--- src/rtl/interrupt_sequencer.sv ---
// 6502 reset/NMI/IRQ/BRK entry sequencer.
// Owns the datapath from an instruction boundary until the vector is loaded.
module interrupt_sequencer #(
  parameter logic [15:0] VEC_NMI = 16'hFFFA,
  parameter logic [15:0] VEC_RST = 16'hFFFC,
  parameter logic [15:0] VEC_IRQ = 16'hFFFE
) (
  input  logic        clk,
  input  logic        rst,
  input  logic        nmi_in,
  input  logic        irq_in,
  input  logic        i_flag,
  input  logic        brk_req,
  input  logic        boundary,
  output logic        seq_busy,
  output logic        push_en,
  output logic [1:0]  push_sel,
  output logic        pushed_b,
  output logic        mem_write,
  output logic        s_dec,
  output logic        vec_en,
  output logic [15:0] vec_addr,
  output logic        pcl_ld,
  output logic        pch_ld,
  output logic        set_i,
  output logic        seq_done,
  output logic [1:0]  active_src
);

  localparam logic [2:0] S_RST_HOLD = 3'd0;
  localparam logic [2:0] S_IDLE     = 3'd1;
  localparam logic [2:0] S_PUSH_H   = 3'd2;
  localparam logic [2:0] S_PUSH_L   = 3'd3;
  localparam logic [2:0] S_PUSH_P   = 3'd4;
  localparam logic [2:0] S_VEC_L    = 3'd5;
  localparam logic [2:0] S_VEC_H    = 3'd6;
  localparam logic [2:0] S_DONE     = 3'd7;

  localparam logic [1:0] SRC_NONE = 2'd0;
  localparam logic [1:0] SRC_RST  = 2'd1;
  localparam logic [1:0] SRC_NMI  = 2'd2;
  localparam logic [1:0] SRC_IRQ  = 2'd3;

  logic [2:0] state_q, state_d;
  logic [1:0] src_q, src_d;
  logic       pb_q, pb_d;
  logic       nmi_q, nmi_d;
  logic       nmi_pend_q, nmi_pend_d;
  logic       nmi_rearm_q, nmi_rearm_d;

  logic       nmi_edge;
  logic       accept;
  logic       take_nmi;
  logic       nmi_clr;
  logic       nmi_window;
  logic       is_int;
  logic [15:0] base;

  // Accept decision, source capture and next-state logic.
  always_comb begin
    nmi_edge = nmi_in & ~nmi_q;
    take_nmi = nmi_pend_q;
    accept   = (state_q == S_IDLE) & boundary &
               (nmi_pend_q | brk_req | (irq_in & ~i_flag));
    state_d  = state_q;
    src_d    = src_q;
    pb_d     = pb_q;
    unique case (state_q)
      S_RST_HOLD: begin
        state_d = S_PUSH_H;
        src_d   = SRC_RST;
        pb_d    = 1'b0;
      end
      S_IDLE: begin
        if (accept) begin
          state_d = S_PUSH_H;
          src_d   = take_nmi ? SRC_NMI : SRC_IRQ;
          pb_d    = brk_req;
        end
      end
      S_PUSH_H: state_d = S_PUSH_L;
      S_PUSH_L: state_d = S_PUSH_P;
      S_PUSH_P: state_d = S_VEC_L;
      S_VEC_L:  state_d = S_VEC_H;
      S_VEC_H:  state_d = S_DONE;
      S_DONE:   state_d = S_IDLE;
    endcase
  end

  // NMI edge tracking. The pending flag is consumed on entry to VEC_L;
  // an edge seen after the NMI was taken re-arms it so it is not lost.
  always_comb begin
    nmi_d      = nmi_in;
    nmi_clr    = (state_q == S_PUSH_P) & (src_q == SRC_NMI);
    nmi_window = ((state_q == S_IDLE) & accept & take_nmi) |
                 (((state_q == S_PUSH_H) | (state_q == S_PUSH_L) |
                   (state_q == S_PUSH_P)) & (src_q == SRC_NMI));
    nmi_rearm_d = ~nmi_clr & (nmi_rearm_q | (nmi_edge & nmi_window));
    nmi_pend_d  = nmi_edge | (nmi_pend_q & ~nmi_clr) |
                  (nmi_clr & nmi_rearm_q);
  end

  // State registers with synchronous reset.
  always_ff @(posedge clk) begin
    if (rst) begin
      state_q     <= S_RST_HOLD;
      src_q       <= SRC_RST;
      pb_q        <= 1'b0;
      nmi_q       <= nmi_in;
      nmi_pend_q  <= 1'b0;
      nmi_rearm_q <= 1'b0;
    end else begin
      state_q     <= state_d;
      src_q       <= src_d;
      pb_q        <= pb_d;
      nmi_q       <= nmi_d;
      nmi_pend_q  <= nmi_pend_d;
      nmi_rearm_q <= nmi_rearm_d;
    end
  end

  // Micro-operation decode from the registered state and source.
  always_comb begin
    is_int     = (src_q != SRC_RST);
    base       = (src_q == SRC_NMI) ? VEC_NMI :
                 (src_q == SRC_RST) ? VEC_RST : VEC_IRQ;
    seq_busy   = 1'b1;
    push_en    = 1'b0;
    push_sel   = 2'd0;
    pushed_b   = 1'b0;
    mem_write  = 1'b0;
    s_dec      = 1'b0;
    vec_en     = 1'b0;
    vec_addr   = 16'h0000;
    pcl_ld     = 1'b0;
    pch_ld     = 1'b0;
    set_i      = 1'b0;
    seq_done   = 1'b0;
    active_src = src_q;
    unique case (state_q)
      S_RST_HOLD: active_src = SRC_RST;
      S_IDLE: begin
        seq_busy   = accept;
        active_src = SRC_NONE;
      end
      S_PUSH_H, S_PUSH_L, S_PUSH_P: begin
        s_dec     = 1'b1;
        push_en   = is_int;
        mem_write = is_int;
        push_sel  = (state_q == S_PUSH_H) ? 2'd0 :
                    (state_q == S_PUSH_L) ? 2'd1 : 2'd2;
        pushed_b  = is_int & pb_q & (state_q == S_PUSH_P);
      end
      S_VEC_L: begin
        vec_en   = 1'b1;
        vec_addr = base;
        pcl_ld   = 1'b1;
      end
      S_VEC_H: begin
        vec_en   = 1'b1;
        vec_addr = base + 16'd1;
        pch_ld   = 1'b1;
        set_i    = 1'b1;
      end
      S_DONE: begin
        seq_busy = 1'b0;
        seq_done = 1'b1;
      end
    endcase
  end

endmodule

--- config.mk ---
export PLATFORM = sky130hd
export DESIGN_NAME = interrupt_sequencer
export DESIGN_NICKNAME = d
export VERILOG_FILES = /design/src/rtl/interrupt_sequencer.sv
export SDC_FILE = /design/constraint.sdc
export NUM_CORES = 1
export LEC_CHECK = 0
export ABC_AREA = 1
export CAP_MARGIN = 20
export CORE_MARGIN = 3
export CORE_UTILIZATION = 30
export CTS_CLUSTER_SIZE = 25
export DETAILED_ROUTE_END_ITERATION = 7
export PLACE_DENSITY_LB_ADDON = 0.2
export SYNTH_ARGS = -nofsm -noshare
export SYNTH_HDL_FRONTEND = slang
export SYNTH_SLANG_ARGS = --single-unit
export TNS_END_PERCENT = 20
--- constraint.sdc ---
create_clock -name clk -period 1.4 [get_ports clk]
set_input_delay 0.21 -clock clk [delete_from_list [all_inputs] [get_ports clk]]
set_output_delay 0.21 -clock clk [all_outputs]
set_load 0.1 [all_outputs]
**After elaboration in Yosys (flattened, before gate mapping)**

Index checks and enable logic that the tools add are counted.

- Bits in latches: 0
- ROM bits: 0
- Memories: 0
- Flip-flop bits (word level): 9
- RAM bits: 0

- Equality and inequality tests: 11
- Div/mod/pow operators: 0
- Multipliers: 0
- $lt $le $gt $ge: 0
- Mux-type cells: 22
- Bitwise operators: 25
- Reductions and logical operators: 5
- Shifts and indexed selects: 0
- Add/sub/neg operators: 1

Operator list:

| kind | count |
|---|---|
| $pmux W16 S2 | 1 |
| $pmux W3 S8 | 1 |
| $and A1 B1 Y1 | 14 |
| $eq A3 B3 Y1 const B | 4 |
| $mux W2 | 5 |
| $mux W1 | 9 |
| $or A1 B1 Y1 | 8 |
| $pmux W2 S2 | 2 |
| $eq A3 B2 Y1 const B | 2 |
| $mux W3 | 2 |
| $add A4 B2 Y5 const B | 1 |
| $pmux W1 S2 | 2 |
| $eq A3 B1 Y1 const B | 1 |
| $logic_not A3 Y1 | 1 |
| $not A1 Y1 | 3 |
| $reduce_or A3 Y1 | 1 |
| $eq A2 B1 Y1 const B | 1 |
| $eq A2 B2 Y1 const B | 1 |
| $ne A2 B1 Y1 const B | 1 |
| $ne A2 B2 Y1 const B | 1 |
| $reduce_and A2 Y1 | 1 |
| $reduce_bool A2 Y1 | 1 |
| $reduce_or A2 Y1 | 1 |

**Logic depth before layout (Yosys ltp)**

- Depth after elaboration: 10
- Mapped depth: 7

**Least setup slack after synthesis**

Ideal clock, no wire load.

- Kind: register -> output
- Start point: register state_q[1]
- End point: output port vec_addr[1]
- Arrival: 3.633 ns
- Slack: -2.443 ns
- Path buffers: 0
- Cell stages (with the launch flop): 5
- Required time: 1.190 ns
- Cell sequence: dfxtp_1 o21ai_1 nor2_1 inv_2 nor2_1

- Longest elaborated chain between the ends: 2
- Elaborated cells between the ends (all ways): 3

RTL lines:

| element | RTL line | source |
|---|---|---|
| start, declared | 44 | `logic [2:0] state_q, state_d;` |
| start signal, assigned | 113 | `state_q <= state_d;` |
| $eq A3 B3 Y1 | 140 | `unique case (state_q)` |
| $pmux W16 S2 * | 140 |  |
| end, declared | 22 | `output logic [15:0] vec_addr,` |

Every way passes the cells marked *; elsewhere a longest branch is shown, timed or not.

**Worst setup path in the final report**

- Start point: register state_q[2]
- End point: output port push_en

- Longest elaborated chain between the ends: 3
- Elaborated cells between the ends (all ways): 5

RTL lines:

| element | RTL line | source |
|---|---|---|
| $eq A3 B3 Y1 / $eq A3 B2 Y1 (equally long branches) | 140 |  |
| $reduce_or A3 Y1 * | 140 |  |
| $mux W1 * | 140 |  |
| end, declared | 16 | `output logic push_en,` |

Marked as above.

==> reports/results.ini <==
[floorplan]
die_x_um=51.3
ios=37
rows=15
core-area_um2=1840
die_area_um2=2640
start_util=0.335
fp.dieH_um=51.3

[grt]
use_met2=0.309
antenna_found_initial=0
grt_pass1_wl_mm=3.13
grt_max_degree=11
grt_use_met1=0.160
use_met3=0.0554
overflow=0
grtUsageTotal=0.163
grt_pass1_vias=687
busiest_layer=met2

[power_and_ir_drop]
sequentialPowerShare=0.211
p_int_mw=0.740
powerDensity_nw_per_um2=1090
clkPwrFrac=0.135
ir_drop_mv=0.745
combPwrFrac=0.654
swShare=0.521
p_sw_mw=0.807
leakage_nw=0.604

[job]
cap_viol_max_count=0

[logic_synthesis]
syn-num-nets=104
ys_ff_latch=9
synth_area_leaders=dfxtp_1 (29%), buf_4 (19%), nand2_1 (12%), nor2_1 (11%), inv_1 (6.7%)
synth-simple-area-share=0.355
synth_area_um2=617
ys_seq_area_frac=0.292
synth_fa_ha_area_frac=0
synthDominantCellAreaShare=0.292
synth_top_family_by_area=simple AND/OR/NAND/NOR gates
synth_cell_types=15
synth_area_leader_cell=dfxtp_1
synth_compound_area_frac=0.0730
syn_avg_cell_area_um2=6.36
synth_xor_area_frac=0
synthMuxAreaShare=0
ys.warnings.count=0
syn_inst=97

[clock_tree]
cts_tree=built
cts_buffers=3
cts_sinks=9
clockBufferDepth=2
clk_latency_ns=0.27
clk_pin_slew_ns=0.07
holdBufCountCts=0
cts_root_buffer=clkbuf_4
htree_levels=1

[sta]
hold_viol=0
maxSlewViolCount=0
tightest_slew_ns=0.369
max_freq_mhz=623
fin_worst_skew_ns=0.00773
rsz0062_at_grt=true
worst_slack_ns=-0.205
fin_tns_setup_ns=-4.42
holdWs_ns=0.433
fin_crit_sh=1.15
setup-violations-final=27
relSlewSlack=0.753
layout_min_cycle_time_ns=1.60

[critical_path]
critPathLaunchType=flip-flop
ff2ff_path_depth=9
crit_required_ns=1.19
critical_path_class=flip-flop to primary output
cp.arrival_ns=1.39
cp_max_fo=6
end_kind=primary output

[cells_and_area]
antenna_cells=0
nFillCells=136
final_common_cell=buf_12
fin_nets=140
drive_above_1_share=0.508
synthToLayoutAreaGrowth_pct=129
final_core_util=0.769
mostFrequentLayoutCells=buf_12 (31), nand2_1 (18), inv_1 (10), nor2_1 (10), buf_4 (7)

[route]
drc=0
post_drt_wl_per_cell_um=12.8
first_pass_iters=4
antenna_left=0
drt-initial-drc-count=21
vias_per_cell=4.86
drt-total-wl_mm=2.01
dr_total_vias=763

[status]
outcome=finished with violations
violations=negative setup slack

[min_path]
min_path_type=input port to flip-flop
whs_path_depth=1

[placement]
place_congestion=0.834
port_buffers=36
pre_cts_ws_ns=-0.0858
dp_hpwl_mm=1.55

logic make-up (layout without fill, tap and decap cells):
kind of cell / after synthesis / in the layout
simple gates: 49 / 49
compound gates: 9 / 9
flops: 9 / 9
buf+inv: 30 / 65
worst max-delay path: stages, from the launching register on:
cell and delay [ns]:
dfxtp_4 0.41, inv_4 0.05, nor3_4 0.17, inv_2 0.09, a21oi_4 0.20, buf_12 0.20
flip-flops by register name, indices dropped and copies added, names as in the netlist:
name	flops
nmi_pend_q	1
src_q	2
nmi_q	1
state_q	3
nmi_rearm_q	1
pb_q	1
per-stage QoR:
stage	std cells	cell area (um^2)	power, mW
floorplan	97	687	0.956
global placement	151	1310	1.28
detailed placement	151	1310	1.29
CTS	157	1400	1.53
global route	157	1410	1.60
finish	157	1410	1.55
worst paths after layout:
check / startpoint / slack, ns / end
setup reg to reg: state_q[2]$_SDFFE_PP0P_ / 0.08 / nmi_pend_q$_SDFF_PP0_
setup / recovery: state_q[2]$_SDFFE_PP0P_ / -0.20 / push_en
hold reg to reg: nmi_rearm_q$_SDFF_PP0_ / 0.46 / nmi_rearm_q$_SDFF_PP0_
hold / removal: nmi_in / 0.43 / nmi_q$_DFF_P_
Yosys cell counts:
| master | count |
|---|---|
| nand4_1 | 1 |
| nand3_2 | 1 |
| inv_2 | 3 |
| nand2_1 | 20 |
| nor3_4 | 1 |
| buf_4 | 16 |
| a21oi_1 | 6 |
| o21ai_1 | 1 |
| inv_1 | 11 |
| dfxtp_1 | 9 |
| nor2_1 | 18 |
| nand3b_1 | 1 |
| nor2_2 | 1 |
| nand3_1 | 6 |
| o21ai_0 | 2 |
per-layer routing:
metal / part of all wire / up-vias
li1: - / 357
met1: 0.36 / 358
met2: 0.53 / 41
met3: 0.088 / 7
met4: 0.013 / 0
met5: 0 / -
power by group through the flow:
| stage | clock, mW | combinational (mW) | sequential [mW] |
|---|---|---|---|
| 2_1_floorplan | 0 | 0.644 | 0.312 |
| 3_3_place_gp | 0 | 0.957 | 0.318 |
| 3_5_place_dp | 0 | 0.968 | 0.319 |
| 4_1_cts | 0.205 | 1.01 | 0.322 |
| 5_1_grt | 0.226 | 1.05 | 0.329 |
| 6_report | 0.209 | 1.01 | 0.326 |
final cells by class:
type                    count  area, um^2  area share
flip-flops and latches      9         191       0.135
repair buffers             47         767       0.542
inverters                  14        55.1      0.0389
multi-input cells          58         343       0.242
clock buffers               4        26.3      0.0186
well taps                  25        31.3      0.0221
what timing repair did:
item                       in CTS  in global routing
buffers inserted                2                  0
setup endpoints to repair      29                 31
resized for setup              13                  4
pin swaps                       5                  2
Note: power is estimated with default switching activity, not from simulation.
